==> src/rtl/approx_prod_accum_if.sv <==
// Handshake bundle between the approximate multiplier, the product accumulator
// and its result consumer.
//   in_valid/in_ready/in_prod/in_last      : product stream into the accumulator
//   out_valid/out_ready/out_sum/out_cnt/out_ovf : held vector result
// master : producer + consumer side (drives beats, takes results)
// slave  : accumulator side
interface approx_prod_accum_if #(
  parameter int unsigned PROD_W = 16,
  parameter int unsigned ACC_W  = 24
);
  logic              in_valid;
  logic              in_ready;
  logic [PROD_W-1:0] in_prod;
  logic              in_last;
  logic              out_valid;
  logic              out_ready;
  logic [ACC_W-1:0]  out_sum;
  logic [7:0]        out_cnt;
  logic              out_ovf;

  modport master (
    output in_valid, in_prod, in_last, out_ready,
    input  in_ready, out_valid, out_sum, out_cnt, out_ovf
  );

  modport slave (
    input  in_valid, in_prod, in_last, out_ready,
    output in_ready, out_valid, out_sum, out_cnt, out_ovf
  );
endinterface

==> src/rtl/approx_prod_accum.sv <==
// Streaming saturating accumulator for the 8x8 approximate multiplier products.
// Sums up to LEN unsigned products per vector into an ACC_W-bit saturating sum;
// a vector closes on in_last or on the LEN-th accepted beat. The result is held
// with out_valid until the consumer asserts out_ready.
// Ports:
//   clk  : rising-edge clock
//   rst  : asynchronous active-high reset (discards any partial vector)
//   clr  : synchronous abort; drops partial sum, any same-cycle beat and any held result
//   bus  : approx_prod_accum_if.slave
//          in_valid/in_ready/in_prod/in_last     product stream
//          out_valid/out_ready/out_sum/out_cnt/out_ovf  held vector result
module approx_prod_accum #(
  parameter int unsigned PROD_W = 16,
  parameter int unsigned ACC_W  = 24,
  parameter int unsigned LEN    = 8
) (
  input  logic               clk,
  input  logic               rst,
  input  logic               clr,
  approx_prod_accum_if.slave bus
);

  typedef enum logic {
    ACCUM = 1'b0,
    HOLD  = 1'b1
  } state_t;

  localparam logic [7:0] LEN_CNT = 8'(LEN);

  state_t           state_q, state_d;
  logic [ACC_W-1:0] acc_q, acc_d;
  logic [7:0]       cnt_q, cnt_d;
  logic             ovf_q, ovf_d;
  logic [ACC_W-1:0] sum_q, sum_d;
  logic [7:0]       ocnt_q, ocnt_d;
  logic             oovf_q, oovf_d;
  logic             in_ready_q, in_ready_d;
  logic             out_valid_q, out_valid_d;

  logic [ACC_W:0]   nxt;
  logic [ACC_W-1:0] acc_new;
  logic             ovf_new;
  logic [7:0]       cnt_new;
  logic             close_vec;

  always_comb begin
    // One extra bit of headroom: the carry out is exactly the saturation condition.
    nxt       = {1'b0, acc_q} + (ACC_W+1)'(bus.in_prod);
    acc_new   = nxt[ACC_W] ? '1 : nxt[ACC_W-1:0];
    ovf_new   = ovf_q | nxt[ACC_W];
    cnt_new   = cnt_q + 8'd1;
    close_vec = bus.in_last | (cnt_new == LEN_CNT);

    state_d     = state_q;
    acc_d       = acc_q;
    cnt_d       = cnt_q;
    ovf_d       = ovf_q;
    sum_d       = sum_q;
    ocnt_d      = ocnt_q;
    oovf_d      = oovf_q;
    in_ready_d  = in_ready_q;
    out_valid_d = out_valid_q;

    if (clr) begin
      state_d     = ACCUM;
      acc_d       = '0;
      cnt_d       = '0;
      ovf_d       = 1'b0;
      in_ready_d  = 1'b1;
      out_valid_d = 1'b0;
    end else begin
      case (state_q)
        ACCUM: begin
          if (bus.in_valid) begin
            if (close_vec) begin
              sum_d       = acc_new;
              ocnt_d      = cnt_new;
              oovf_d      = ovf_new;
              acc_d       = '0;
              cnt_d       = '0;
              ovf_d       = 1'b0;
              state_d     = HOLD;
              in_ready_d  = 1'b0;
              out_valid_d = 1'b1;
            end else begin
              acc_d = acc_new;
              cnt_d = cnt_new;
              ovf_d = ovf_new;
            end
          end
        end
        HOLD: begin
          // Result regs are left untouched on handoff; only out_valid drops.
          if (bus.out_ready) begin
            state_d     = ACCUM;
            in_ready_d  = 1'b1;
            out_valid_d = 1'b0;
          end
        end
        default: begin
          state_d     = ACCUM;
          in_ready_d  = 1'b1;
          out_valid_d = 1'b0;
        end
      endcase
    end
  end

  always_ff @(posedge clk or posedge rst) begin
    if (rst) begin
      state_q     <= ACCUM;
      acc_q       <= '0;
      cnt_q       <= '0;
      ovf_q       <= 1'b0;
      sum_q       <= '0;
      ocnt_q      <= '0;
      oovf_q      <= 1'b0;
      in_ready_q  <= 1'b1;
      out_valid_q <= 1'b0;
    end else begin
      state_q     <= state_d;
      acc_q       <= acc_d;
      cnt_q       <= cnt_d;
      ovf_q       <= ovf_d;
      sum_q       <= sum_d;
      ocnt_q      <= ocnt_d;
      oovf_q      <= oovf_d;
      in_ready_q  <= in_ready_d;
      out_valid_q <= out_valid_d;
    end
  end

  assign bus.in_ready  = in_ready_q;
  assign bus.out_valid = out_valid_q;
  assign bus.out_sum   = sum_q;
  assign bus.out_cnt   = ocnt_q;
  assign bus.out_ovf   = oovf_q;

endmodule

==> src/flat_wrapper.sv <==
// flat-port wrapper written by rule: the top's interface ports become plain ports
module approx_prod_accum_flat 
#(
  parameter int unsigned PROD_W = 16,
  parameter int unsigned ACC_W  = 24,
  parameter int unsigned LEN    = 8
)
  (clk, rst, clr, bus_in_valid, bus_in_prod, bus_in_last, bus_out_ready, bus_in_ready, bus_out_valid, bus_out_sum, bus_out_cnt, bus_out_ovf);
  approx_prod_accum_if #(.PROD_W(PROD_W), .ACC_W(ACC_W)) bus_i ();
  input  logic clk;
  input  logic rst;
  input  logic clr;
  input wire logic [$bits(bus_i.in_valid)-1:0] bus_in_valid;
  input wire logic [$bits(bus_i.in_prod)-1:0] bus_in_prod;
  input wire logic [$bits(bus_i.in_last)-1:0] bus_in_last;
  input wire logic [$bits(bus_i.out_ready)-1:0] bus_out_ready;
  output wire logic [$bits(bus_i.in_ready)-1:0] bus_in_ready;
  output wire logic [$bits(bus_i.out_valid)-1:0] bus_out_valid;
  output wire logic [$bits(bus_i.out_sum)-1:0] bus_out_sum;
  output wire logic [$bits(bus_i.out_cnt)-1:0] bus_out_cnt;
  output wire logic [$bits(bus_i.out_ovf)-1:0] bus_out_ovf;
  assign bus_i.in_valid = bus_in_valid;
  assign bus_i.in_prod = bus_in_prod;
  assign bus_i.in_last = bus_in_last;
  assign bus_i.out_ready = bus_out_ready;
  assign bus_in_ready = bus_i.in_ready;
  assign bus_out_valid = bus_i.out_valid;
  assign bus_out_sum = bus_i.out_sum;
  assign bus_out_cnt = bus_i.out_cnt;
  assign bus_out_ovf = bus_i.out_ovf;
  approx_prod_accum #(.PROD_W(PROD_W), .ACC_W(ACC_W), .LEN(LEN)) u_core (.clk(clk), .rst(rst), .clr(clr), .bus(bus_i));
endmodule
==> config.mk <==
export PLATFORM = sky130hd
export DESIGN_NAME = approx_prod_accum_flat
export DESIGN_NICKNAME = d
export VERILOG_FILES = /design/src/rtl/approx_prod_accum_if.sv /design/src/rtl/approx_prod_accum.sv /design/src/flat_wrapper.sv
export SDC_FILE = /design/constraint.sdc
export NUM_CORES = 1
export LEC_CHECK = 0
export CORE_UTILIZATION = 56
export CTS_BUF_LIST = sky130_fd_sc_hd__clkbuf_16
export CTS_CLUSTER_DIAMETER = 30
export DETAILED_ROUTE_END_ITERATION = 6
export PLACE_DENSITY = 0.81
export REMOVE_ABC_BUFFERS = 1
export SETUP_SLACK_MARGIN = 0.2
export SYNTH_ARGS = -nofsm -noshare
export SYNTH_HDL_FRONTEND = slang
export SYNTH_SLANG_ARGS = --single-unit
==> constraint.sdc <==
create_clock -name clk -period 3.9 [get_ports clk]
set_clock_uncertainty 0.15 [all_clocks]
set_input_delay 1.17 -clock clk [delete_from_list [all_inputs] [get_ports clk]]
set_output_delay 1.17 -clock clk [all_outputs]
set_load 0.005 [all_outputs]
### Word level (Yosys, flattened, before mapping)

Cells that the tools add are included.

| operators by class | value |
|---|---|
| eq/ne operators | 5 |
| multiplexer cells | 28 |
| reductions and logical operators | 4 |
| add/sub/neg operators | 2 |
| bitwise gates (word level) | 4 |

Operators by type and width:

| kind | number |
|---|---|
| two-way mux 24 bit | 5 |
| two-way mux 8 bit | 4 |
| adder 24 x 16 -> 25 bit | 1 |
| two-way mux 1 bit | 16 |
| adder 8 x 1 -> 8 bit, second input constant | 1 |
| == test 8 x 4 -> 1 bit, second input constant | 1 |
| inequality test 3 bit, second input constant | 2 |
| case mux 1 bit (2 select lines) | 3 |
| AND reduction 4 bit | 1 |
| inequality test 3 x 2 -> 1 bit, second input constant | 1 |
| AND reduction 3 bit | 1 |
| inequality test 2 bit, second input constant | 1 |
| NOT 1 bit | 2 |
| OR 1 bit | 2 |
| AND reduction 2 bit | 1 |
| nonzero test 2 bit | 1 |

| storage, ports and cells | value |
|---|---|
| bits of input ports | 22 |
| flip-flop bits (word level) | 69 |
| output and inout bits | 35 |

### Longest topological paths before layout

Gate-level depths: netlist of run 1.

| logic depth | value |
|---|---|
| depth in word-level cells | 7 |
| gate-level depth with buffers | 9 |

### Least setup slack after synthesis of run 1

OpenSTA, ideal clock, no wires.

| timing | value |
|---|---|
| path type | input port to flip-flop |
| start point | in bus_in_prod[0] |
| end point | reg u_core.sum_q[7] (netlist: u_core.bus.out_sum[7]) |
| cell stages on the path | 8 |
| data required time | 3.625 ns |
| path slack | 0.597 ns |
| setup time | 0.125 ns |
| data arrival time | 3.029 ns |
| cell sequence | ha_1 > fa_1 > a211oi_1 > o211ai_1 > nand3_1 > nand2_1 > or2_2 > mux2_2 |

| on the way | value |
|---|---|
| longest elaborated chain between the ends | 2 |

Ends and longest elaborated chain:

| item | RTL line | text |
|---|---|---|
| from (decl) | flat_wrapper.sv:14 | `input wire logic [$bits(bus_i.in_prod)-1:0] bus_in_prod;` |
| adder 24 x 16 -> 25 bit | approx_prod_accum.sv:48 | `nxt = {1'b0, acc_q} + (ACC_W+1)'(bus.in_prod);` |
| two-way mux 24 bit | approx_prod_accum.sv:49 | `acc_new = nxt[ACC_W] ? '1 : nxt[ACC_W-1:0];` |
| to (signal assigned) | approx_prod_accum.sv:125 | `sum_q <= sum_d;` |
| to (decl) | approx_prod_accum.sv:34 | `logic [ACC_W-1:0] sum_q, sum_d;` |

No other way between the ends.
A chain may end at the register's enable or synchronous reset.

### Worst setup path after layout of run 1

| timing | value |
|---|---|
| start point | in bus_in_prod[7] |
| end point | reg u_core.acc_q[18] |

| on the way | value |
|---|---|
| longest elaborated chain between the ends | 6 |

Ends and longest elaborated chain:

| item | RTL line | text |
|---|---|---|
| adder 24 x 16 -> 25 bit | approx_prod_accum.sv:48 |  |
| two-way mux 24 bit | approx_prod_accum.sv:49 |  |
| two-way mux 24 bit | approx_prod_accum.sv:75 | `if (close_vec) begin` |
| two-way mux 24 bit | approx_prod_accum.sv:74 | `if (bus.in_valid) begin` |
| two-way mux 24 bit | approx_prod_accum.sv:72 | `case (state_q)` |
| two-way mux 24 bit | approx_prod_accum.sv:64 | `if (clr) begin` |
| to (signal assigned) | approx_prod_accum.sv:112 | `acc_q <= '0;` |
| to (signal assigned) | approx_prod_accum.sv:122 | `acc_q <= acc_d;` |
| to (decl) | approx_prod_accum.sv:31 | `logic [ACC_W-1:0] acc_q, acc_d;` |

No other way between the ends. The select of a mux whose other input is x is not followed.

==> impl_metrics.json, run 1 <==
{
  "post_dp_cell_area_um2": 4960,
  "rsz0062_at_grt": "false",
  "cts_buffers": 9,
  "synthCells": 486,
  "final_cell_area_um2": 5290,
  "cts_resized": 0,
  "initialDrtViolationCount": 324,
  "slowest_stage": "clkdlybuf4s50_1",
  "gp_congestion": 0.944,
  "cpMostUsedCell": "nor3_1",
  "hold_path.class": "reg2reg",
  "cp_top_family": "compound AO/OA/AOI/OAI gates",
  "fin_nets": 586,
  "fillers": 571,
  "peakVddDrop_mv": 0.223,
  "critical_path_class": "in2reg",
  "routedWlPerCell_um": 17.2,
  "ioPinCount": 57,
  "num_vias": 3991,
  "grt.busiest_layer": "met2",
  "finalCritPeriodShare": 0.904,
  "synth_top_area_cell": "dfrtp_1",
  "coreArea_um2": 7290,
  "drt_pass1_iterations": 5,
  "synth.avg_cell_area_um2": 8.72,
  "grt_antenna_before_repair": 0,
  "slew_headroom": 0.280,
  "p_per_area_nw_per_um2": 401,
  "dp.cells": 633,
  "cp_num_cells": 8,
  "use_met2": 0.487,
  "die_w_um": 89.0,
  "ys_top_cells_by_area": "dfrtp_1, nand2_1, ha_1",
  "clk_latency_ps": 330,
  "end_kind": "register",
  "startpoint_type": "input port",
  "synth_cell_types": 63,
  "die_area_um2": 7920,
  "hold_viol": 0,
  "area_delta_synth_final_pct": 24.8,
  "rrSetupSlack_ps": 800,
  "cts_setup_buffers": 0,
  "met3_usage": 0.0351,
  "yosysMostFrequentCell": "dfrtp_1",
  "clock_sinks": 69,
  "worstPathArrival_ps": 3570,
  "finalSetupTns_ps": 0,
  "ys.flop_type": "dfrtp_1",
  "p_leak_nw": 2.23,
  "reg2reg_depth": 7,
  "start_util": 0.581,
  "yosys_register_bits": 69,
  "synth_top_area_share": 0.401,
  "num_rows": 31,
  "slew_violations": 0,
  "grt_max_degree": 48,
  "viasPerCell": 6.15,
  "worstPathCellList": "clkdlybuf4s50_1, ha_1, a21oi_1, o21ai_0, a31oi_1, nor3_1, nor3_1, o221ai_1",
  "syn_area_um2": 4240,
  "worst-path-buf-inv": 1,
  "r2r_start": "u_core.cnt_q[0]",
  "grtUsageTotal": 0.297,
  "synthTopCellsByCount": "dfrtp_1, nand2_1, nor2_1",
  "area.sequential_um2": 1730,
  "tightest_slew_ps": 1080,
  "cts_tree": "built",
  "drv_cap": 0,
  "numPortBuffers": 56,
  "synth_edf_count": 0,
  "die_h_um": 89.0,
  "worstPathRequired_ps": 3940,
  "diodes": 0,
  "status": "finished, final reports clean",
  "cp-startpoint": "bus_in_prod[7]",
  "setup_viol_count_final": 0,
  "yosysWarnings": 0,
  "ant_nets": 0,
  "use_met1": 0.401,
  "min_period_ps": 3530,
  "worst-path-max-fanout": 8,
  "hold_slack_ps": 328,
  "drc": 0,
  "clk_pin_slew_ps": 60,
  "htree_num_levels": 3,
  "max_stage_delay_ps": 430,
  "multi_input_area_um2": 2340,
  "async_flop_share": 1.00,
  "endpoint": "u_core.acc_q[18]",
  "grt-ovfl-total": 0,
  "fin_cells": 649,
  "fmax_mhz": 284,
  "dp_hpwl_um": 7680,
  "grt_pass1_vias": 3837,
  "r2r-end": "u_core.acc_q[3]",
  "drive_gt1_frac": 0.0982,
  "cts_root_buf": "clkbuf_16",
  "ys_seq_area_frac": 0.408,
  "clockBufferDepth": 2,
  "cts_hold_buf": 0,
  "grt_pass1_wl_um": 18000,
  "wirelength_um": 11200
}
==> sequential cells by signal, indices dropped and copies added, names as in the netlist <==
name,flops
u_core.acc_q,24
u_core.bus.in_ready,1
u_core.ovf_q,1
u_core.state_q,1
u_core.bus.out_cnt,8
u_core.cnt_q,8
u_core.bus.out_sum,24
u_core.bus.out_ovf,1
u_core.bus.out_valid,1
==> worst min path at each step <==
stage | startpoint | end | slack [ps] | cells past startpoint
global route | u_core.bus.out_cnt[2] | u_core.bus.out_cnt[2] | 360 | 2
finish | u_core.state_q | u_core.bus.out_valid | 330 | 1
detailed placement | u_core.bus.out_sum[12] | u_core.bus.out_sum[12] | 320 | 2
CTS | u_core.state_q | u_core.bus.out_valid | 330 | 1
floorplan | u_core.state_q | u_core.bus.out_valid | 280 | 1
global placement | u_core.state_q | u_core.bus.out_valid | 300 | 1
==> routing by layer <==
| layer | up-vias | share of wire |
|---|---|---|
| met5 | - | 0 |
| met4 | 0 | 0.027 |
| met3 | 35 | 0.064 |
| met2 | 173 | 0.46 |
| met1 | 1911 | 0.45 |
| li1 | 1872 | - |
==> where the power goes <==
group	internal, mW	switching [mW]
Combinational	0.217	0.203
Clock	0.556	0.318
Sequential	0.785	0.0424
Total	1.56	0.564
==> layout make-up <==
| class | count | share of cell area |
|---|---|---|
| Tap cell | 99 | 0.0234 |
| Multi-Input combinational cell | 373 | 0.443 |
| Timing Repair Buffer | 75 | 0.135 |
| Clock buffer | 9 | 0.0426 |
| Sequential cell | 69 | 0.327 |
| Inverter | 17 | 0.0121 |
| Clock inverter | 7 | 0.0168 |
==> through the flow <==
stage,setup slack (ps),power [mW],utilization
after CTS,325,2.12,0.724
after global placement,92.0,1.24,0.681
final,374,2.12,0.725
after floorplan,297,1.04,-
after detailed placement,34.7,1.25,0.681
after global routing,216,2.21,0.725
==> placed cells by master (no fill, tap or decap), types with 3 or more instances in the layout <==
cell type / count
buf_4: 18
nand2b_1: 3
o21ai_0: 34
ha_1: 18
nand3_1: 13
a2bb2oi_1: 3
xnor2_1: 14
or3_1: 5
nand2_1: 66
or2_2: 3
a211oi_1: 7
and3_1: 4
a22o_1: 4
mux2i_1: 4
and4_1: 5
nor2_1: 37
o31ai_1: 5
xor2_1: 8
nor3_1: 6
o21ai_1: 23
o22ai_1: 3
a31oi_1: 14
clkbuf_16: 9
a21o_1: 5
a21oi_1: 31
o21a_1: 5
o211ai_1: 6
mux2_2: 3
clkdlybuf4s50_1: 56
inv_1: 16
nand4_1: 8
dfrtp_1: 68
==> logic make-up (layout without fill, tap and decap cells) <==
| group | count (synthesis) | count (layout) | share of synthesized area |
|---|---|---|---|
| AND/OR/NAND/NOR | 163 | 163 | 0.182 |
| flip-flops | 69 | 69 | 0.408 |
| XOR/XNOR | 22 | 22 | 0.0455 |
| AO/OA/AOI/OAI | 161 | 161 | 0.243 |
| multiplexers | 8 | 8 | 0.0201 |
| adder cells (fa/ha/maj) | 19 | 19 | 0.0579 |
| buffers and inverters | 44 | 108 | 0.0446 |
Note: power is estimated with default switching activity, not from simulation.
==> inputs of run 2 (changes only) <==
==> constraint.sdc (replaced) <==
create_clock -name clk -period 3.9 [get_ports clk]
set_clock_uncertainty 0.15 [all_clocks]
set_input_delay 1.17 -clock clk [delete_from_list [all_inputs] [get_ports clk]]
set_output_delay 1.17 -clock clk [all_outputs]
set_load 0.1 [all_outputs]
==> run 2 against run 1 <==
Compared with the run above:
- non-clock buffer count is 1 lower
- clock-buffer cell count stayed put
- register-to-register slack hardly changed
- global-route usage hardly changed
- final area is 3.1% lower
- fmax is 0.27% lower
- largest power group is now sequential cells
==> impl_metrics.json, run 2 (synthesized netlist as in run 1, its figures left out) <==
{
  "status": "finished, final reports clean",
  "final_cell_area_um2": 5130,
  "final_common_cell": "dfrtp_1",
  "ant_nets": 0,
  "grt_pass1_vias": 3684,
  "cts_buffers": 9,
  "finalCritPeriodShare": 0.906,
  "setup_viol_count_final": 0,
  "worstPathCellList": "clkdlybuf4s50_1, ha_1, fa_1, a211oi_1, o211ai_1, buf_4, a2111o_1, o2111ai_1, nor2_1, o21ai_0",
  "die_area_um2": 7920,
  "pre_cts_slack_ps": 33.9,
  "htree_num_levels": 3,
  "grt_antenna_before_repair": 0,
  "dp_hpwl_um": 7700,
  "grt-ovfl-total": 0,
  "reg2reg_depth": 7,
  "peakVddDrop_mv": 0.293,
  "fin_cells": 648,
  "initialDrtViolationCount": 388,
  "routedWlPerCell_um": 16.8,
  "post_dp_cell_area_um2": 4870,
  "rsz0062_at_grt": "false",
  "clockBufferDepth": 2,
  "grt_max_degree": 42,
  "critical_path_class": "in2reg",
  "slew_headroom": 0.349,
  "startpoint_type": "input port",
  "cts_tree": "built",
  "cts_root_buf": "clkbuf_16",
  "worst-path-max-fanout": 4,
  "start_util": 0.581,
  "diodes": 0,
  "grt_pass1_wl_um": 17800,
  "ioPinCount": 57,
  "clk_pin_slew_ps": 60,
  "total_power_mw": 2.37,
  "clk_latency_ps": 340,
  "end_kind": "register",
  "die_h_um": 89.0,
  "utilization": 0.703,
  "drt_pass1_iterations": 5,
  "fin_ws_ps": 365,
  "drc": 0,
  "p_leak_nw": 2.25,
  "hold_path.class": "reg2reg",
  "num_vias": 3999,
  "hold_slack_ps": 330,
  "num_rows": 31,
  "drv_cap": 0,
  "coreArea_um2": 7290,
  "viasPerCell": 6.17,
  "worstPathRequired_ps": 4010,
  "area_delta_synth_final_pct": 21.0,
  "numPortBuffers": 56,
  "slew_violations": 0,
  "dp.cells": 632,
  "gp_congestion": 0.944,
  "hold_viol": 0,
  "cts_hold_buf": 0,
  "drive_gt1_frac": 0.155,
  "wirelength_um": 10900,
  "holdPathStages": 1,
  "die_w_um": 89.0,
  "worstPathArrival_ps": 3650,
  "clock_sinks": 69,
  "cts_resized": 0,
  "cts_setup_buffers": 0,
  "grtUsageTotal": 0.296,
  "tightest_slew_ps": 977,
  "min_period_ps": 3540,
  "fmax_mhz": 283,
  "slowest_stage": "fa_1",
  "max_stage_delay_ps": 440,
  "p_per_area_nw_per_um2": 462,
  "finalSetupTns_ps": 0,
  "final_cell_mix": "dfrtp_1, nand2_1, buf_4",
  "fin_nets": 585
}
[run 2: cell types whose count changed in the layout (fill, tap and decap cells not counted), sizes merged]
cell / delta
buf: +34
bufinv: -2
clkdlybuf4s50: -35
clkinv: +2
[run 2: worst paths after layout]
check                                     start                      to  slack (ps)
worst max-delay path             bus_in_prod[0]  u_core.bus.out_sum[16]         360
worst min-delay path             u_core.state_q    u_core.bus.out_valid         330
worst max register to register  u_core.cnt_q[0]         u_core.acc_q[6]         790
worst min register to register   u_core.state_q    u_core.bus.out_valid         330
max in group asynchronous                   rst     u_core.bus.in_ready        1830
min in group asynchronous                   rst         u_core.cnt_q[4]        1080
[run 2: critical path: cells and delay by family]
kind,cells,cell delay (ps)
buffers and inverters,2,610
and+or+nand+nor,1,70
AOI/OAI and AO/OA,5,1120
adders and majority gates,2,670
[run 2: final cells by class]
type	count	area, um^2
sequential	69	1730
tap	99	124
clock inverter	7	33.8
timing repair buffer	74	621
inverter	17	63.8
multi-input combinational	373	2330
fill	607	2160
clock buffer	9	225
[run 2: where the power goes]
| part | total, mW | internal, mW | switching (mW) | leakage (nW) |
|---|---|---|---|---|
| clock | 0.721 | 0.419 | 0.302 | 0.131 |
| sequential | 0.829 | 0.786 | 0.0429 | 0.914 |
| combinational | 0.819 | 0.195 | 0.624 | 1.21 |
| total | 2.37 | 1.40 | 0.969 | 2.25 |
[run 2: routing by layer]
metal,up-vias,wire [um],GRT usage
met1,1913,4870,0.412
met3,29,725,0.0406
met5,-,0,0
li1,1876,-,-
met2,181,4990,0.462
met4,0,272,0.136
==> inputs of run 3 (changes only) <==
Settings changed: CORE_MARGIN from default to 1, CORE_UTILIZATION 56 to 60, DONT_BUFFER_PORTS from default to 1, PLACE_DENSITY 0.81 to 0.76.
==> run 3 against run 2 <==
Compared with the run above:
- via count is 9.8% lower
- clock-buffer cell count unchanged
- global-route usage shrank 0.53 points
- die area fell by 6.5%
- fmax rose by 7.5%
- sequential share of layout area up 3.6 points
- final cell count shrank 10%
- worst setup slack improved by 250 ps
- utilization decreased by 2.0 points
- non-clock buffer count shrank 64
- flip-flop and latch count is the same
- worst hold slack worse by 9.0 ps
- largest power group unchanged
==> impl_metrics.json, run 3 (synthesized netlist as in run 1, its figures left out) <==
{
  "coreArea_um2": 6790,
  "cts_tree": "built",
  "grt_pass1_vias": 3444,
  "clk_pin_slew_ps": 50,
  "num_rows": 30,
  "worstPathArrival_ps": 3350,
  "finalSetupTns_ps": 0,
  "p_per_area_nw_per_um2": 511,
  "rsz0062_at_grt": "false",
  "p_leak_nw": 1.98,
  "status": "finished, final reports clean",
  "ioPinCount": 57,
  "cts_hold_buf": 0,
  "multi_input_area_um2": 2330,
  "numPortBuffers": 0,
  "fillers": 555,
  "htree_num_levels": 3,
  "hold_path.class": "reg2reg",
  "grtUsageTotal": 0.291,
  "num_vias": 3607,
  "clockBufferDepth": 2,
  "diodes": 0,
  "grt_antenna_before_repair": 0,
  "drive_gt1_frac": 0.0868,
  "start_util": 0.624,
  "fin_nets": 521,
  "setup_viol_count_final": 0,
  "max_stage_delay_ps": 430,
  "viasPerCell": 6.22,
  "final_cell_mix": "dfrtp_1, nand2_1, nor2_1",
  "min_period_ps": 3290,
  "drc": 0,
  "drt_pass1_iterations": 5,
  "dp_hpwl_um": 7230,
  "cts_resized": 0,
  "wirelength_um": 10100,
  "finalCritPeriodShare": 0.843,
  "area.sequential_um2": 1730,
  "end_kind": "register",
  "tightest_slew_ps": 939,
  "final_common_cell": "dfrtp_1",
  "ant_nets": 0,
  "critical_path_class": "in2reg",
  "worstPathCellList": "ha_1, fa_1, a211oi_1, o211ai_1, nand3_1, nand2_1, or2_2, mux2_2",
  "slew_headroom": 0.374,
  "clk_latency_ps": 330,
  "area_delta_synth_final_pct": 9.45,
  "worstPathRequired_ps": 3960,
  "fmax_mhz": 304,
  "cts_buffers": 9,
  "cts_root_buf": "clkbuf_16",
  "grt_pass1_wl_um": 16700,
  "initialDrtViolationCount": 255,
  "die_area_um2": 7410,
  "utilization": 0.683,
  "peakVddDrop_mv": 0.456,
  "routedWlPerCell_um": 17.5,
  "hold_viol": 0,
  "clock_sinks": 69,
  "cts_setup_buffers": 0,
  "die_w_um": 86.1,
  "startpoint_type": "input port",
  "slowest_stage": "fa_1",
  "gp_congestion": 0.926,
  "slew_violations": 0,
  "grt_max_degree": 41,
  "die_h_um": 86.1,
  "grt-ovfl-total": 0,
  "worst-path-max-fanout": 12,
  "drv_cap": 0
}
run 3: through the flow:
step	setup slack (ps)	instance area (um^2)	hold WS, ps	instances	total power [mW]
2_1_floorplan	296	4110	284	459	1.46
3_3_place_gp	387	4330	301	565	1.52
3_5_place_dp	312	4330	319	565	1.53
4_1_cts	639	4640	324	580	2.38
5_1_grt	433	4640	345	580	2.45
6_report	612	4640	321	580	2.37
run 3: worst max-delay path, delay by kind of cell:
family,cells,cell delay (ps)
and+or+nand+nor,3,770
adders and majority gates,2,640
AOI/OAI and AO/OA,2,480
muxes,1,270
run 3: area by class of cell:
class                           instances  area share
Clock buffer                            9      0.0485
Clock inverter                          6      0.0175
Inverter                               17      0.0138
Multi-Input combinational cell        373       0.503
Sequential cell                        69       0.372
Tap cell                               96      0.0259
Timing Repair Buffer                   10      0.0189
run 3: final timing paths:
| path | from | endpoint | slack [ps] | cells past startpoint |
|---|---|---|---|---|
| setup / recovery | bus_in_prod[0] | u_core.bus.out_sum[7] | 610 | 8 |
| hold / removal | u_core.state_q | u_core.bus.out_valid | 320 | 1 |
| setup reg to reg | u_core.cnt_q[0] | u_core.bus.out_sum[7] | 650 | 5 |
| hold reg to reg | u_core.state_q | u_core.bus.out_valid | 320 | 1 |
| max in group asynchronous | rst | u_core.bus.in_ready | 2250 | 2 |
| min in group asynchronous | rst | u_core.cnt_q[4] | 650 | 1 |
run 3: layer usage:
layer  GRT usage  vias to the layer above  wire length, um
li1            -                     1742                -
met1       0.428                     1715             4810
met2       0.421                      135             4470
met3      0.0597                       15              711
met4       0.109                        0              145
met5           0                        -                0
run 3: power by group:
part	switching, mW	internal [mW]	leakage [nW]
combinational	0.163	0.103	0.905
sequential	0.478	0.776	0.914
clock	0.300	0.551	0.158
total	0.940	1.43	1.98
